## config.mk

```make
export PLATFORM = sky130hd
export DESIGN_NAME = wg_done_collector
export DESIGN_NICKNAME = d
export VERILOG_FILES = /design/src/rtl/wg_done_collector.sv
export SDC_FILE = /design/constraint.sdc
export NUM_CORES = 1
export LEC_CHECK = 0
export ABC_CLOCK_PERIOD_IN_PS = 6380
export CELL_PAD_IN_SITES_DETAIL_PLACEMENT = 0
export CELL_PAD_IN_SITES_GLOBAL_PLACEMENT = 1
export CORE_UTILIZATION = 46
export DETAILED_ROUTE_END_ITERATION = 10
export HOLD_SLACK_MARGIN = 0.15
export MAX_ROUTING_LAYER = met4
export PLACE_DENSITY_LB_ADDON = 0.08
export SETUP_SLACK_MARGIN = 0.2
export SYNTH_ARGS = -nofsm -noshare
export SYNTH_HDL_FRONTEND = slang
export SYNTH_SLANG_ARGS = --single-unit
```

## constraint.sdc

```tcl
create_clock -name clk -period 6.38 [get_ports clk]
set_input_delay 0.638 -clock clk [delete_from_list [all_inputs] [get_ports clk]]
set_output_delay 0.638 -clock clk [all_outputs]
set_load 0.03 [all_outputs]
```

## src/rtl/wg_done_collector.sv

```systemverilog
// Collects wg-done notifications from per-CU handlers, arbitrates round-robin,
// queues them for the host and pulses the allocator to free the WG's resources.
module wg_done_collector #(
   parameter int unsigned NUM_CU          = 4,
   parameter int unsigned CU_ID_WIDTH     = 2,
   parameter int unsigned WG_ID_WIDTH     = 15,
   parameter int unsigned FIFO_DEPTH      = 4,
   parameter int unsigned FIFO_ADDR_WIDTH = 2
) (
   input  logic                          clk,
   input  logic                          rst,
   input  logic [NUM_CU-1:0]             cu_wg_done_valid_i,
   input  logic [NUM_CU*WG_ID_WIDTH-1:0] cu_wg_done_wg_id_i,
   output logic [NUM_CU-1:0]             cu_wg_done_ack_o,
   output logic                          host_wg_done_valid_o,
   output logic [WG_ID_WIDTH-1:0]        host_wg_done_wg_id_o,
   output logic [CU_ID_WIDTH-1:0]        host_wg_done_cu_id_o,
   input  logic                          host_wg_done_ready_i,
   output logic                          alloc_wg_free_valid_o,
   output logic [CU_ID_WIDTH-1:0]        alloc_wg_free_cu_id_o,
   output logic [WG_ID_WIDTH-1:0]        alloc_wg_free_wg_id_o,
   output logic [FIFO_ADDR_WIDTH:0]      fifo_count_o
);

   localparam int unsigned CNT_W = FIFO_ADDR_WIDTH + 1;
   localparam logic [CNT_W-1:0] DEPTH_C = CNT_W'(FIFO_DEPTH);
   localparam logic [CU_ID_WIDTH-1:0] LAST_CU = CU_ID_WIDTH'(NUM_CU - 1);

   typedef struct packed {
      logic [CU_ID_WIDTH-1:0] cu_id;
      logic [WG_ID_WIDTH-1:0] wg_id;
   } entry_t;

   entry_t                     mem [FIFO_DEPTH];
   logic [FIFO_ADDR_WIDTH-1:0] wr_ptr;
   logic [FIFO_ADDR_WIDTH-1:0] rd_ptr;
   logic [CU_ID_WIDTH-1:0]     rr_ptr;
   logic [WG_ID_WIDTH-1:0]     wg_arr [NUM_CU];

   logic [NUM_CU-1:0]          req;
   logic                       pop;
   logic                       can_push;
   logic                       grant;
   logic [CU_ID_WIDTH-1:0]     gnt_idx;
   logic [CU_ID_WIDTH-1:0]     cand_idx;
   int unsigned                cand;

   for (genvar k = 0; k < NUM_CU; k++) begin : g_unpack
      assign wg_arr[k] = cu_wg_done_wg_id_i[k*WG_ID_WIDTH +: WG_ID_WIDTH];
   end

   // Masking with ack keeps a handler's held valid from being captured twice.
   assign req                  = cu_wg_done_valid_i & ~cu_wg_done_ack_o;
   assign host_wg_done_valid_o = (fifo_count_o != '0);
   assign host_wg_done_cu_id_o = mem[rd_ptr].cu_id;
   assign host_wg_done_wg_id_o = mem[rd_ptr].wg_id;
   assign pop                  = host_wg_done_valid_o & host_wg_done_ready_i;
   assign can_push             = (fifo_count_o != DEPTH_C) | pop;

   // Round-robin search starting after the last granted CU, explicit wrap.
   always_comb begin
      grant    = 1'b0;
      gnt_idx  = '0;
      cand     = 0;
      cand_idx = '0;
      for (int unsigned i = 1; i <= NUM_CU; i++) begin
         cand = 32'(rr_ptr) + i;
         if (cand >= NUM_CU) cand = cand - NUM_CU;
         cand_idx = CU_ID_WIDTH'(cand);
         if (!grant && can_push && req[cand_idx]) begin
            grant   = 1'b1;
            gnt_idx = cand_idx;
         end
      end
   end

   always_ff @(posedge clk) begin
      if (rst) begin
         for (int i = 0; i < FIFO_DEPTH; i++) mem[i] <= '0;
         wr_ptr                <= '0;
         rd_ptr                <= '0;
         rr_ptr                <= LAST_CU;
         fifo_count_o          <= '0;
         cu_wg_done_ack_o      <= '0;
         alloc_wg_free_valid_o <= 1'b0;
         alloc_wg_free_cu_id_o <= '0;
         alloc_wg_free_wg_id_o <= '0;
      end else begin
         cu_wg_done_ack_o      <= '0;
         alloc_wg_free_valid_o <= 1'b0;
         if (grant) begin
            mem[wr_ptr]                <= '{cu_id: gnt_idx, wg_id: wg_arr[gnt_idx]};
            wr_ptr                     <= wr_ptr + FIFO_ADDR_WIDTH'(1);
            rr_ptr                     <= gnt_idx;
            cu_wg_done_ack_o[gnt_idx]  <= 1'b1;
            alloc_wg_free_valid_o      <= 1'b1;
            alloc_wg_free_cu_id_o      <= gnt_idx;
            alloc_wg_free_wg_id_o      <= wg_arr[gnt_idx];
         end
         if (pop) rd_ptr <= rd_ptr + FIFO_ADDR_WIDTH'(1);
         case ({grant, pop})
            2'b10:   fifo_count_o <= fifo_count_o + CNT_W'(1);
            2'b01:   fifo_count_o <= fifo_count_o - CNT_W'(1);
            default: fifo_count_o <= fifo_count_o;
         endcase
      end
   end

endmodule

```

==> results of run 1 <==
-- state kept, by name (all words and copies together) (netlist names), named ones only --
| signal | flops |
|---|---|
| alloc_wg_free_cu_id_o | 2 |
| alloc_wg_free_valid_o | 1 |
| alloc_wg_free_wg_id_o | 15 |
| cu_wg_done_ack_o | 4 |
| fifo_count_o | 3 |
| mem | 68 |
| rd_ptr | 2 |
| rr_ptr | 2 |
| wr_ptr | 2 |
-- routing by layer --
layer	wire length, um	vias up	global-route usage
met3	1136	12	0.03244
met1	7760	2437	0.3871
met4	223	0	0.07764
met2	7501	240	0.3653
li1	-	2292	-
met5	0	-	-
-- synth_stat cells (5+ instances only) --
cell type                   number  share of area
sky130_fd_sc_hd__buf_2          17          0.014
sky130_fd_sc_hd__mux4_2         18          0.067
sky130_fd_sc_hd__nand2_1        39          0.024
sky130_fd_sc_hd__nor2b_1        31          0.032
sky130_fd_sc_hd__o2111ai_1      15          0.022
sky130_fd_sc_hd__inv_1           7         0.0043
sky130_fd_sc_hd__buf_4           5         0.0062
sky130_fd_sc_hd__nand2b_1        6         0.0062
sky130_fd_sc_hd__a21oi_1         5         0.0041
sky130_fd_sc_hd__a221o_1        15          0.025
sky130_fd_sc_hd__edfxtp_1       68           0.34
sky130_fd_sc_hd__nor2_1         17          0.010
sky130_fd_sc_hd__o21ai_0         7         0.0058
sky130_fd_sc_hd__o211ai_2       16          0.033
sky130_fd_sc_hd__dfxtp_1        33           0.11
sky130_fd_sc_hd__o211ai_1       15          0.018
sky130_fd_sc_hd__a22o_1         60          0.086
sky130_fd_sc_hd__and3_1         15          0.015
sky130_fd_sc_hd__o2111ai_2      15          0.037
sky130_fd_sc_hd__clkbuf_1       25          0.015
sky130_fd_sc_hd__a32oi_1        30          0.043
-- cell families after synthesis --
kind of cell	share of synthesized area
AO/OA/AOI/OAI	0.2975
AND/OR/NAND/NOR	0.1276
flip-flops	0.4438
buffers and inverters	0.05055
multiplexers	0.06657
XOR/XNOR	0.008629
adder cells (fa/ha/maj)	0.005342
-- worst max-delay path: cells and delay by family --
kind | cells | cell delay (ns)
buffers and inverters | 3 | 1.26
AND/OR/NAND/NOR | 1 | 0.31
AO/OA/AOI/OAI | 5 | 1.52
-- final timing paths --
kind,startpoint,to,slack (ns)
max,cu_wg_done_valid_i[2],mem[0][10]$_SDFFCE_PN0P_,2.73
min,alloc_wg_free_cu_id_o[0]$_SDFFE_PP0P_,alloc_wg_free_cu_id_o[0]$_SDFFE_PP0P_,0.46
max reg2reg,rr_ptr[1]$_SDFFE_PP1P_,mem[0][10]$_SDFFCE_PN0P_,2.92
min reg2reg,alloc_wg_free_cu_id_o[0]$_SDFFE_PP0P_,alloc_wg_free_cu_id_o[0]$_SDFFE_PP0P_,0.46
-- layout make-up --
class,count,share of cell area
inverters,9,0.004474
repair buffers,122,0.1574
clock inverters,4,0.005965
multi-input cells,356,0.4101
flip-flops and latches,101,0.3581
clock buffers,12,0.03546
well taps,172,0.02850
-- per-stage QoR --
| step | instances | cell area, sq um | power, mW | hold slack (ns) |
|---|---|---|---|---|
| 5_1_grt | 776 | 7551 | 4.160 | 0.4805 |
| 6_report | 776 | 7551 | 3.951 | 0.4601 |
| 3_3_place_gp | 760 | 7238 | 3.338 | 0.4359 |
| 2_1_floorplan | 520 | 6090 | 2.691 | 0.4847 |
| 4_1_cts | 776 | 7551 | 3.945 | 0.4620 |
| 3_5_place_dp | 760 | 7238 | 3.378 | 0.4518 |
-- report_power, final --
part | total, mW | internal [mW] | switching (mW)
clock network | 0.571 | 0.337 | 0.234
logic | 2.25 | 0.856 | 1.40
registers | 1.13 | 1.00 | 0.122
==> impl.org, run 1 <==
** Run status
- The flow ran to the end, and the final reports show no timing, DRC or antenna violations.

** Yosys
- Seq/Total Area, Yosys :: 0.4438
- The cell area that synthesis handed to floorplanning was 6090 sq um.
- Mean instance size in the synthesized netlist :: 11.71 sq um
- Yosys mapped a number of flops with a built-in enable equal to 68.
- Synthesis instantiated 58 different standard cells from the library.
- Number of warning messages in the yosys log :: 0
- Async set-reset flop share out of synthesis :: 0
- Total nets after synthesis :: 589
- After synthesis the netlist holds a flip-flop and latch count of 101.
- Synth Instances :: 520
- Post-synth top flop :: sky130_fd_sc_hd__edfxtp_1

** CTS
- TritonCTS built the clock tree.
- Clock latency on the worst-skew pair, taken at its later pin, is 0.35 ns.
- # Post-CTS Setup Buffers :: 0
- Number of hold buffers added after cts :: 0
- H-tree depth :: 3
- The number of clock buffers added by TritonCTS is 9.
- Total of cells resized after clock tree synthesis :: 0
- CTS sink count :: 101
- Clk Tree Root Cell :: sky130_fd_sc_hd__clkbuf_16
- No sink is reached through more buffers than the 2 on the longest clock path.
- Clk slew on worst S/H paths :: 0.06 ns

** Drt
- Via count of the routed design :: 4,981
- Detailed-route wire length per cell :: 21.42 um
- For this run, design rule violations remaining after detail routing come to 0.
- The final layout contains routed wiring with a total length of 16,620 um.
- In the routed layout, each cell is associated on average with a via count of 6.419.
- In this run, the number of DRC markers left after iteration 0 of detailed routing was 495.
- Number of iterations in the first detailed-routing pass :: 5
- Number of nets with antenna violations after detailed routing :: 0

** Setup path
- The largest single stage delay on the critical path is 0.59 ns.
- The critical path goes through clkdlybuf4s50_1 -> nor2b_1 -> o22ai_1 -> a21oi_2 -> buf_4 -> o21a_1 -> buf_4 -> o211ai_1 -> a22o_1.
- Critical Path AT :: 3.76 ns
- Crit-path slowest cell :: sky130_fd_sc_hd__o21a_1
- Depth of the worst register-to-register path :: 8
- The critical path in this run is classified as in -> reg.
- In this design, the critical path's most frequently occurring cell is sky130_fd_sc_hd__buf_4.
- Max FO, Critical Path :: 32
- STA classifies the critical path startpoint as a primary input.
- Worst Setup End Kind :: flop
- Data required time at the worst endpoint :: 6.49 ns

** STA
- Measured against its own limit, the worst slew margin works out to 0.1449.
- Count of endpoints failing setup in the final report :: 0
- Final total negative setup slack :: 0 ns
- The final number of max-transition violations is 0.
- Final worst path period need :: 3.651 ns
- Pin slew with the least headroom to its limit :: 1.278 ns
- Setup repair after global routing left no endpoint under its margin.
- Clock skew on the completed layout was measured at 0.01072 ns.
- Final hold violation count :: 0
- Timing would allow up to 0.2739 GHz.
- Tcrit/Tclk final :: 0.5722
- Final worst slack :: 2.729 ns

** Power and ir drop
- IR analysis of the VDD net gives a maximum drop of 240.2 uV.
- In this run the power density over the cells is 523.2 nW/um^2.
- Cell leakage power :: 2.697 nW

** Min path
- In this run the worst hold path is classified as reg -> reg.
- Hold path cells :: 2

** Layout
- The number of antenna diodes in the final layout is 0.
- Leaving out fill and tap cells, the most frequent cells in the layout are sky130_fd_sc_hd__clkdlybuf4s50_1, sky130_fd_sc_hd__edfxtp_1, sky130_fd_sc_hd__a22o_1.
- In the final layout, the share of cells above drive strength 1 is 0.1705.
- Area used by multi-input combinational logic :: 3097 sq um
- Summing all flip-flop and latch instances after layout gives 2704 sq um.
- Once layout is complete, the utilization of the core stands at 0.5911.
- Most common cell after layout, fill and taps aside :: sky130_fd_sc_hd__clkdlybuf4s50_1
- Number of nets in the layout :: 668
- Area added between synthesis and finish :: 24.00%
- Filler Cell Count :: 1,054

** Floorplanning
- Total number of placement rows :: 41
- The die is 117.1 um tall.
- The initial utilization of the core area, before any placement, comes to 0.4767.
- I/O pin cnt :: 110
- Core area :: 12,770 sq um
- The floorplan step defined a die boundary enclosing 13,700 sq um.
- DIE WIDTH :: 117.1 um

** Run
- Max-cap violations in this run came to 0.

** Placement
- Post-DP HPWL :: 11,180 um
- Routability-driven placement finished with a final weighted congestion of 0.8508.
- IO Port Bufs :: 109
- Worst Setup Slack post-DPL :: 2.391 ns

** Global routing
- After global routing the overflow that remains totals 0.
- Pin count of the biggest net entering global routing :: 70
- The first global-routing pass estimated 25,560 um of wire.
- In the global route stage, overall resource usage came out at 0.2591.
- The number of global-route vias before repair came to 4,595.
- Initial antenna violation count :: 0
Note: power is estimated with default switching activity, not from simulation.
==> run 2, diff against run 1 <==
--- a/config.mk
+++ b/config.mk
@@ -5,10 +5,10 @@
 export SDC_FILE = /design/constraint.sdc
 export NUM_CORES = 1
 export LEC_CHECK = 0
-export ABC_CLOCK_PERIOD_IN_PS = 6380
+export ABC_CLOCK_PERIOD_IN_PS = 3200
 export CELL_PAD_IN_SITES_DETAIL_PLACEMENT = 0
 export CELL_PAD_IN_SITES_GLOBAL_PLACEMENT = 1
-export CORE_UTILIZATION = 46
+export CORE_UTILIZATION = 38
 export DETAILED_ROUTE_END_ITERATION = 10
 export HOLD_SLACK_MARGIN = 0.15
 export MAX_ROUTING_LAYER = met4
==> constraint.sdc (replaced) <==
create_clock -name clk -period 3.2 [get_ports clk]
set_input_delay 0.32 -clock clk [delete_from_list [all_inputs] [get_ports clk]]
set_output_delay 0.32 -clock clk [all_outputs]
set_load 0.03 [all_outputs]
==> impl.org, run 2 (synthesized netlist as in run 1, its figures left out) <==
** Layout
- Most common cell after layout, fill and taps aside :: sky130_fd_sc_hd__clkdlybuf4s50_1
- In the layout the commonest cells are sky130_fd_sc_hd__clkdlybuf4s50_1, sky130_fd_sc_hd__edfxtp_1, sky130_fd_sc_hd__a22o_1.
- Number of inserted diodes :: 0 (unchanged)
- Share of post-route cells with drive strength above 1 :: 0.2000 (+0.02947)
- Number of flip-flops in the largest register :: 68 (unchanged)
- From synthesis to final layout, the design area changed by 28.29%.
- Leading registers by flop count :: mem: 68 flops, alloc_wg_free_wg_id_o: 15 flops, cu_wg_done_ack_o: 4 flops
- More flip-flops sit in one register than any other, and that register is mem.
- The utilization after layout came to 0.5064 (-0.08474).
- Number of nets in the layout :: 689 (+3.1%)

** Power and ir drop
- The total power divided by cell area is 1031 nW/um^2 (+97%).
- Sw frac :: 0.4531 (+0.008996)
- Internal power contribution :: 4.407 mW (+100%)
- The maximum resistive drop on vdd is 869.4 uV (+260%).
- Combinational power share :: 0.591 (+0.021)
- The switching component of the power is 3.652 mW (+110%).
- Relative contribution of the clock network to total power :: 0.132 (-0.013)
- Cell leakage power :: 2.804 nW (+4.0%)
- Sequential share of power :: 0.278 (-0.007)

** Setup path
- The worst register-to-register path ends at mem[2][9]$_SDFFCE_PN0P_.
- Critical Path AT :: 2.92 ns (-0.84 ns)
- The combined buffer and inverter count along the critical path came to 2 (-1).
- STA classifies the critical path startpoint as a primary input.
- The critical path is of the in -> reg type.
- List of cells traversed by the critical path :: clkdlybuf4s50_1 -> or2b_1 -> a221oi_1 -> o32ai_1 -> a21o_1 -> nor2_1 -> buf_4 -> a22o_1
- Depth of the worst register-to-register path :: 7 (-1)
- The worst-case register-to-register setup slack was 0.56 ns (-2.36 ns).
- Max FO, Critical Path :: 9 (-72%)
- Data required time at the worst endpoint :: 3.42 ns (-3.07 ns)
- Critical path's top delay family :: compound AO/OA/AOI/OAI gates
- Stage delay of the slowest cell on the critical path :: 0.60 ns (about the same)
- Worst Setup End Kind :: flop
- For this design, the slowest cell found on the critical path is sky130_fd_sc_hd__nor2_1.
- In this run the critical register-to-register path is launched from rr_ptr[0]$_SDFFE_PP1P_.

** STA
- Headroom to the max-slew limit :: 0.4927 (+0.3478)
- The final number of max-transition violations is 0 (unchanged).
- Pin slew with the least headroom to its limit :: 0.7581 ns (-0.5197 ns)
- RSZ-0062 raised after global routing :: no
- Static timing analysis puts the maximum clock frequency at 0.3707 GHz.
- Final worst path period need :: 2.698 ns
- Tcrit/Tclk final :: 0.8430
- The setup TNS after final layout came to 0 ns (unchanged).
- Count of endpoints failing setup in the final report :: 0 (unchanged)
- Final hold violation count :: 0 (unchanged)
- The worst setup skew after layout is 0.006870 ns (-0.003852 ns).

** Drt
- The total met3 wirelength after detailed routing was 1026 um (-9.7%).
- The routed wire length is 18,460 um (+11%).
- The first-pass detailed-route iteration total is 5 (unchanged).
- The wire length on met1 is 8743 um (+13%).
- The count of antenna-violating nets left after detailed routing was 0 (unchanged).
- The via count came to 5,130 (+3.0%).
- The average vias per placed instance came to 6.136 (-4.4%).
- The post-detailed-route wirelength per cell came to 22.08 um (+3.1%).
- The first-iteration detailed-routing DRC count was 330 (-33%).
- The routed length on met2 was 8530 um (+14%).
- The residual DRC count came to 0 (unchanged).
- Highest metal used :: met4

** CTS
- The clock input transition at the sequential cells of the worst setup and hold paths was 0.07 ns (about the same).
- # Post-CTS Setup Buffers :: 0 (unchanged)
- The post-cts sizing count came to 0 (unchanged).
- H-tree depth :: 3 (unchanged)
- CTS tree :: done
- Latest clock arrival within the worst-skew pair :: 0.35 ns (about the same)
- The clock buffer count from CTS was 9 (unchanged).
- The post-cts hold buffer count was 0 (unchanged).
- In this run the clock root is driven by a sky130_fd_sc_hd__clkbuf_16.
- Buffer levels on the longest clock path :: 2 (unchanged)
- The clock sink count came to 101 (unchanged).

** Floorplanning
- The die extent in y came to 128.6 um (+9.9%).
- The starting density of the core came to 0.3947 (-0.08201).
- The total I/O pin count came to 110 (unchanged).
- Floorplan die area :: 16,540 sq um (+21%)
- DIE WIDTH :: 128.6 um (+9.9%)
- Total number of placement rows :: 45 (+9.8%)
- Core area :: 15,430 sq um (+21%)

** Min path
- Endpoint, Worst Hold :: alloc_wg_free_cu_id_o[0]$_SDFFE_PP0P_
- Hold path cells :: 2 (unchanged)
- In this run the worst hold path is classified as reg -> reg.
- Worst Min Path Start :: alloc_wg_free_cu_id_o[0]$_SDFFE_PP0P_

** Placement
- Routability Congestion :: 0.8094 (-4.9%)
- The quantity of I/O buffers inserted on ports is 109 (unchanged).
- The post-detailed-placement half-perimeter wirelength was 12,570 um (+12%).

** Global routing
- Vias in the first global route :: 4,907 (+6.8%)
- Wire length of the first global-routing pass :: 28,290 um (+11%)
- The remaining global-route overflow is 0 (unchanged).
- Initial antenna violation count :: 0 (unchanged)
- The pin count of the biggest net entering global routing came to 64 (-8.6%).
- The total global routing track utilization was 0.2354 (-0.02372).

** Run status
- Result of the run :: finished clean

** Run
- Max-Cap Viols :: 0 (unchanged)
==> run 2: metal layers <==
metal,up-vias,GRT usage
li1,2335,-
met1,2579,0.3439
met2,203,0.3479
met3,13,0.02204
met4,0,0.06298
met5,-,-
==> run 2: cell type report <==
class,count,area [sq um]
clock buffers,9,225.2
clock inverters,7,65.06
fillers,1417,7615
inverters,9,33.78
multi-input cells,356,3112
flip-flops and latches,101,2704
well taps,211,264.0
repair buffers,143,1409
==> run 2: per-stage QoR <==
step / hold WS [ns] / power (mW) / cell area (sq um) / setup slack [ns] / instances
after floorplan: 0.4847 / 5.365 / 6090 / 0.2297 / 520
after global placement: 0.4376 / 6.912 / 7522 / 0.1805 / 820
after CTS: 0.4512 / 8.082 / 7812 / 0.5282 / 836
after detailed placement: 0.4379 / 7.016 / 7522 / 0.1704 / 820
final: 0.4524 / 8.059 / 7812 / 0.5022 / 836
after global routing: 0.4685 / 8.491 / 7812 / 0.3870 / 836
==> run 2: power groups by stage <==
stage | registers, mW | clock network, mW | logic (mW)
floorplan | 2.40 | 0 | 2.96
global placement | 2.25 | 0 | 4.66
detailed placement | 2.27 | 0 | 4.75
CTS | 2.24 | 1.07 | 4.76
global route | 2.30 | 1.12 | 5.08
finish | 2.24 | 1.06 | 4.76
==> run 2: tightest hold or removal path, delay by kind of cell (launching register included) <==
family / cells / cell delay (ns)
AND/OR/NAND/NOR: 2 / 0.09
flip-flops: 1 / 0.32
==> run 2: worst max-delay path by stage <==
stage | start | endpoint | slack [ns] | cells after the start
global placement | cu_wg_done_valid_i[2] | mem[2][9]$_SDFFCE_PN0P_ | 0.18 | 8
floorplan | fifo_count_o[0]$_SDFFE_PP0P_ | mem[0][0]$_SDFFCE_PN0P_ | 0.23 | 5
detailed placement | cu_wg_done_valid_i[2] | mem[2][9]$_SDFFCE_PN0P_ | 0.17 | 8
finish | cu_wg_done_valid_i[2] | mem[2][9]$_SDFFCE_PN0P_ | 0.50 | 8
CTS | cu_wg_done_valid_i[2] | mem[2][0]$_SDFFCE_PN0P_ | 0.53 | 8
global route | cu_wg_done_valid_i[2] | mem[2][11]$_SDFFCE_PN0P_ | 0.39 | 8
